File: src/rtl/fifo_rd_stream.sv
// Read-side adapter: pulls words from a fifo_sync read port (1-cycle read latency)
// into a 2-entry skid buffer and presents them as a valid/ready stream.
module fifo_rd_stream #(
   parameter int DATA_WIDTH = 32,
   parameter int CNT_WIDTH  = 16
) (
   input  logic                  i_clk,
   input  logic                  i_rst,
   input  logic                  i_fifo_empty,
   input  logic [DATA_WIDTH-1:0] i_fifo_data,
   output logic                  o_fifo_rd,
   output logic                  o_valid,
   output logic [DATA_WIDTH-1:0] o_data,
   input  logic                  i_ready,
   input  logic                  i_flush,
   output logic [CNT_WIDTH-1:0]  o_count
);

   typedef enum logic [1:0] {
      OCC_EMPTY = 2'd0,
      OCC_ONE   = 2'd1,
      OCC_FULL  = 2'd2
   } occ_e;

   occ_e                  occ_r;
   occ_e                  occ_nxt_s;
   logic                  inflight_r;
   logic                  valid_r;
   logic                  valid_nxt_s;
   logic [DATA_WIDTH-1:0] head_r;
   logic [DATA_WIDTH-1:0] head_nxt_s;
   logic [DATA_WIDTH-1:0] tail_r;
   logic [DATA_WIDTH-1:0] tail_nxt_s;
   logic [CNT_WIDTH-1:0]  count_r;
   logic [CNT_WIDTH-1:0]  count_nxt_s;
   logic                  take_s;
   logic                  capture_s;
   logic                  fifo_rd_s;
   logic [2:0]            pending_s;

   assign take_s    = valid_r & i_ready;
   assign capture_s = inflight_r & ~i_flush;

   // Slots committed after this edge; a read is only issued if its word is guaranteed a slot.
   assign pending_s = {1'b0, occ_r} + {2'b00, inflight_r} - {2'b00, take_s};
   assign fifo_rd_s = ~i_rst & ~i_fifo_empty & ~i_flush & (pending_s < 3'd2);

   assign o_fifo_rd = fifo_rd_s;
   assign o_valid   = valid_r;
   assign o_data    = head_r;
   assign o_count   = count_r;

   // State register: occupancy, in-flight flag, buffer entries and delivered count.
   always_ff @(posedge i_clk or posedge i_rst) begin
      if (i_rst) begin
         occ_r      <= OCC_EMPTY;
         inflight_r <= 1'b0;
         valid_r    <= 1'b0;
         head_r     <= {DATA_WIDTH{1'b0}};
         tail_r     <= {DATA_WIDTH{1'b0}};
         count_r    <= {CNT_WIDTH{1'b0}};
      end else begin
         occ_r      <= occ_nxt_s;
         inflight_r <= fifo_rd_s;
         valid_r    <= valid_nxt_s;
         head_r     <= head_nxt_s;
         tail_r     <= tail_nxt_s;
         count_r    <= count_nxt_s;
      end
   end

   // Next-state: head is always the oldest word, tail only used while FULL.
   always_comb begin
      occ_nxt_s  = occ_r;
      head_nxt_s = head_r;
      tail_nxt_s = tail_r;
      if (i_flush) begin
         occ_nxt_s = OCC_EMPTY;
      end else begin
         case (occ_r)
            OCC_EMPTY: begin
               if (capture_s) begin
                  occ_nxt_s  = OCC_ONE;
                  head_nxt_s = i_fifo_data;
               end else begin
                  occ_nxt_s  = OCC_EMPTY;
               end
            end
            OCC_ONE: begin
               if (capture_s && take_s) begin
                  head_nxt_s = i_fifo_data;
               end else if (capture_s) begin
                  occ_nxt_s  = OCC_FULL;
                  tail_nxt_s = i_fifo_data;
               end else if (take_s) begin
                  occ_nxt_s  = OCC_EMPTY;
               end else begin
                  occ_nxt_s  = OCC_ONE;
               end
            end
            OCC_FULL: begin
               if (take_s) begin
                  head_nxt_s = tail_r;
                  if (capture_s) begin
                     tail_nxt_s = i_fifo_data;
                  end else begin
                     occ_nxt_s  = OCC_ONE;
                  end
               end else begin
                  occ_nxt_s = OCC_FULL;
               end
            end
            default: begin
               occ_nxt_s = OCC_EMPTY;
            end
         endcase
      end
      valid_nxt_s = (occ_nxt_s != OCC_EMPTY);
      if (take_s) begin
         count_nxt_s = count_r + {{(CNT_WIDTH-1){1'b0}}, 1'b1};
      end else begin
         count_nxt_s = count_r;
      end
   end

endmodule

File: config.mk
export PLATFORM = sky130hd
export DESIGN_NAME = fifo_rd_stream
export DESIGN_NICKNAME = d
export VERILOG_FILES = /design/src/rtl/fifo_rd_stream.sv
export SDC_FILE = /design/constraint.sdc
export NUM_CORES = 1
export LEC_CHECK = 0
export ABC_CLOCK_PERIOD_IN_PS = 3650
export BUFFER_PORTS_ARGS = -buffer_cell sky130_fd_sc_hd__buf_2
export CAP_MARGIN = 0
export CORE_MARGIN = 5
export CORE_UTILIZATION = 55
export CTS_CLUSTER_SIZE = 28
export DETAILED_ROUTE_END_ITERATION = 7
export GPL_ROUTABILITY_DRIVEN = 0
export HOLD_SLACK_MARGIN = 0.12
export PLACE_DENSITY = 0.81
export SLEW_MARGIN = 10
export SYNTH_ARGS = -nofsm -noshare
export SYNTH_HDL_FRONTEND = slang
export SYNTH_SLANG_ARGS = --single-unit
File: constraint.sdc
create_clock -name i_clk -period 3.65 [get_ports i_clk]
set_clock_uncertainty 0.1 [all_clocks]
set_input_delay 0.365 -clock i_clk [delete_from_list [all_inputs] [get_ports i_clk]]
set_output_delay 0.365 -clock i_clk [all_outputs]
set_load 0.02 [all_outputs]
Word level (Yosys, flattened, before mapping)
Index checks and enable logic that the tools add are counted.

Register bits after elaboration: 84. Bits in latches: 0. Memory bits (writable): 0. Bits in read-only memories: 0. Input port bits: 37. Output and inout bits: 50. Logic and storage cells: 47. Memories kept: 0.

$add $sub $neg: 3. $mul: 0. Div/mod/pow operators: 0. $lt $le $gt $ge: 1. Equal/unequal tests: 6. Shift-type cells: 0. Multiplexer cells: 16. Bitwise logic cells: 8. Reductions and logical operators: 7.

Operators with widths (count): two-way mux 32 bit (6); case mux 32 bit (3 select lines) (1); case mux 32 bit (2 select lines) (1); adder 16 x 1 -> 16 bit, second input constant (1); two-way mux 2 bit (5); inequality test 2 bit, second input constant (4); case mux 2 bit (3 select lines) (1); bitwise AND 1 bit (5); AND reduction 5 bit (1); AND reduction 4 bit (1); nonzero test 2 bit (2); adder 2 x 1 -> 3 bit (1); < comparator 3 x 2 -> 1 bit, second input constant (1); inverter 1 bit (3); nonzero test 3 bit (1); subtractor 3 x 1 -> 3 bit (1); equality test 2 x 1 -> 1 bit, second input constant (1); equality test 2 bit, second input constant (1); logical NOT 2 bit (1); two-way mux 1 bit (2); logical AND 1 bit (1).

Longest topological paths before layout
Depth in word-level cells: 7. Mapped depth: 7. Mapped depth without buffers: 6.

Worst setup path after synthesis
OpenSTA, ideal clock, no wires.

Kind: flip-flop to output port. Start: reg valid_r (netlist: o_valid). End: out o_fifo_rd. Arrival: 2456 ps. Required time: 3185 ps. Setup slack: 729 ps. Stages on the path, launching flop included: 8. Path buffers: 1. Cell sequence: dfrtp_1 -> nand2_1 -> clkbuf_1 -> xnor2_1 -> nand2_1 -> fa_1 -> nand2b_1 -> nor4_1.

Longest elaborated chain between the ends: 4.

Ends and longest elaborated chain: start: declaration (RTL line 28) `logic valid_r;`; start signal: assignment (RTL line 65) `valid_r <= valid_nxt_s;`; bitwise AND 1 bit (RTL line 41) `assign take_s = valid_r & i_ready;`; subtractor 3 x 1 -> 3 bit (RTL line 45) `assign pending_s = {1'b0, occ_r} + {2'b00, inflight_r} - {2'b00, take_s};`; < comparator 3 x 2 -> 1 bit (RTL line 46) `assign fifo_rd_s = ~i_rst & ~i_fifo_empty & ~i_flush & (pending_s < 3'd2);`; bitwise AND 1 bit (RTL line 46); end: declaration (RTL line 11) `output logic o_fifo_rd,`.

No other way between the ends.

Worst setup path in the final report
Ends and elaborated chain as after synthesis.

==> run_results.csv <==
group,metric,value,unit
floorplanning,die_w,93.1,µm
grt,grt_pass1_wl,13900,µm
clock_tree,clk_pin_slew,0.08,ns
floorplanning,start_util,56.3,%
critical_path,crit_type,"flip-flop to output pin",
synthesis,yosysSeqAreaShare,55.3,%
floorplanning,rows,30,
synthesis,synth_fp_nets,373,
layout,drive_gt1_share,40.1,%
grt,grt_antenna_before_repair,0,
layout,area_delta_synth_final,19.1,%
grt,grt_max_degree,51,
critical_path,end_kind,"output pin",
placed_design,place_hpwl,5480,µm
clock_tree,root_buffer,"clkbuf_8",
power_and_ir_drop,p_per_area,571,nW/µm²
sta,min_period,2.89,ns
critical_path,path_max_fanout,13,
power_and_ir_drop,p_leak,0.00234,µW
sta,slew_headroom,43.9,%
synthesis,yosysUniqueCellTypes,33,
layout,layout.nets,463,
critical_path,ff2ff_path_depth,7,
detailed_routing,wire_per_inst,15.6,µm
detailed_routing,dr.pass1.iters,4,
detailed_routing,viasPerCell,5.35,
layout,finish.instance_area,4530,µm²
floorplanning,core_region_area,6760,µm²
clock_tree,htree_levels,3,
sta,finalCritPeriodShare,79.2,%
run,maxCapViolCount,0,
clock_tree,cts_tree,"built",
synthesis,synth_top_flop_cell,"dfrtp_1",
synthesis,ys_ff_latch,84,
synthesis,yosysWarnings,0,
layout,final_cells,509,
floorplanning,dieHeight,93.1,µm
min_path,holdPathEnd,"tail_r[29]$_DFFE_PP0P_",
critical_path,r2r_start,"o_valid$_DFF_PP0_",
sta,finalSetupTns,0,ns
detailed_routing,num_vias,2722,
synthesis,syn-mean-instance-area,11.4,µm²
synthesis,ys_async_sr_fraction,100,%
clock_tree,cts_buffers,9,
sta,slew_viol_final,0,
sta,tightest_slew,0.841,ns
critical_path,crit_arrival,2.42,ns
clock_tree,clk_latency,0.34,ns
grt,grt_overflow,0,
critical_path,ff2ff_setup_slack,1.04,ns
sta,fmax,0.346,GHz
synthesis,synth_area,3800,µm²
synthesis,synth_edf_count,0,
detailed_routing,drc,0,
min_path,hp-class,"input pin to flip-flop",
sta,finalHoldViolCount,0,
critical_path,crit_required,3.18,ns
sta,setup_violations,0,
synthesis,synth_area_leaders,"dfrtp_1, mux2_2, nand2_1, xnor2_1, buf_6",
critical_path,reg2reg_to,"inflight_r$_DFF_PP0_",
clock_tree,cts.sinks,84,
synthesis,yosys.area.top_type,"dfrtp_1",
grt,grt_pass1_vias,2950,
placed_design,io_buffers,86,
clock_tree,cts_setup_buffers,0,
synthesis,synth_top_area_share,55.3,%
layout,n_antenna_cell,0,
placed_design,placed_cells,490,
min_path,whs_path_depth,2,
synthesis,synthCells,334,
floorplanning,dieArea,8680,µm²
floorplanning,ios,87,
status,status,"complete, no violations",
min_path,hold_start,"i_fifo_data[29]",
synthesis,synth_most_common_cell,"nand2_1",
detailed_routing,antenna_left,0,
clock_tree,clk_path_buf_depth,2,
sta,rsz0062_at_grt,"false",
detailed_routing,drt_wl_total,7930,µm
detailed_routing,drtIter0Drc,121,
placed_design,placed_area,4270,µm²
critical_path,cp-start-kind,"flip-flop",
power_and_ir_drop,peakVddDrop,0.000362,V
grt,grtUsageTotal,20.3,%
synthesis,yosys-top-cells-count,"nand2_1, dfrtp_1, mux2_2",
==> cells by family after synthesis <==
kind of cell,Yosys count,synth area share (%)
simple gates,139,15.7
mux,65,19.5
xor+xnor,17,3.92
flops,84,55.3
compound gates,9,1.51
buf+inv,18,3.19
fa+ha+maj,2,0.856
==> final cells by class <==
cell class	count	area, µm²
inverter	2	8.76
timing repair buffer	95	505
fill	543	2230
sequential	84	2100
multi-input combinational	232	1590
tap	80	100
clock buffer	10	138
clock inverter	6	87.6
==> power by group <==
| part | internal (µW) | total (µW) | switching, µW |
|---|---|---|---|
| clock network | 403 | 735 | 332 |
| registers | 1120 | 1240 | 121 |
| logic | 268 | 613 | 345 |
| total | 1790 | 2590 | 798 |
==> registers in the layout (all words and copies together), names as in the netlist <==
signal	count
occ_r	2
inflight_r	1
tail_r	32
o_data	32
o_count	16
o_valid	1
==> stage by stage <==
stage	total power [µW]	worst slack [ns]	hold slack, ns	utilization [%]
CTS	2610	0.723	0.146	67.0
global placement	1840	1.07	0.358	63.2
global route	2720	0.574	0.148	67.0
floorplan	1630	0.729	0.328	-
finish	2590	0.760	0.157	67.0
detailed placement	1870	0.986	0.383	63.2
==> worst max-delay path by stage <==
stage	slack (ns)	cells past startpoint	startpoint	end
detailed placement	0.99	8	i_ready	o_fifo_rd
CTS	0.72	7	o_valid$_DFF_PP0_	o_fifo_rd
finish	0.76	7	o_valid$_DFF_PP0_	o_fifo_rd
global placement	1.07	8	i_ready	o_fifo_rd
floorplan	0.73	7	o_valid$_DFF_PP0_	o_fifo_rd
global route	0.57	7	o_valid$_DFF_PP0_	o_fifo_rd
==> timing repair <==
action | CTS | global route
hold endpoints to repair | 49 | 0
hold buffers | 3 | 0
gates resized for setup | 0 | 0
setup endpoints to repair | 0 | 0
==> routing by layer <==
metal  global-route usage [%]  up-vias  routed length, µm
li1                         -     1288                  -
met3                     4.51       11                475
met1                     27.6     1339               3570
met2                     32.2       84               3750
met5                        0        -                  0
met4                     7.08        0                140
==> placed cells by master, fill, tap and decap left out, drive strengths merged, types with 2 or more instances in the layout <==
cell / synthesis / final
dfrtp: 84 / 84
buf: 8 / 92
clkinv: 0 / 2
bufinv: 0 / 2
clkbuf: 8 / 10
nand2: 104 / 104
nand4: 3 / 3
nor2: 8 / 8
nand3: 7 / 7
o21ai: 2 / 2
and3: 2 / 2
mux2: 64 / 64
clkinvlp: 0 / 3
nand2b: 4 / 4
nor2b: 2 / 2
xor2: 6 / 6
xnor2: 11 / 11
a21oi: 4 / 4
dlygate4sd3: 0 / 3
nor4: 4 / 4
==> critical path: stages, from the launching register on <==
cell,delay (ns)
dfrtp_1,0.39
nand2_1,0.38
xnor2_1,0.18
nand2_1,0.09
fa_1,0.50
nand2b_1,0.06
nor4_1,0.26
buf_2,0.22
No activity file was read; power rests on OpenSTA's default activity.
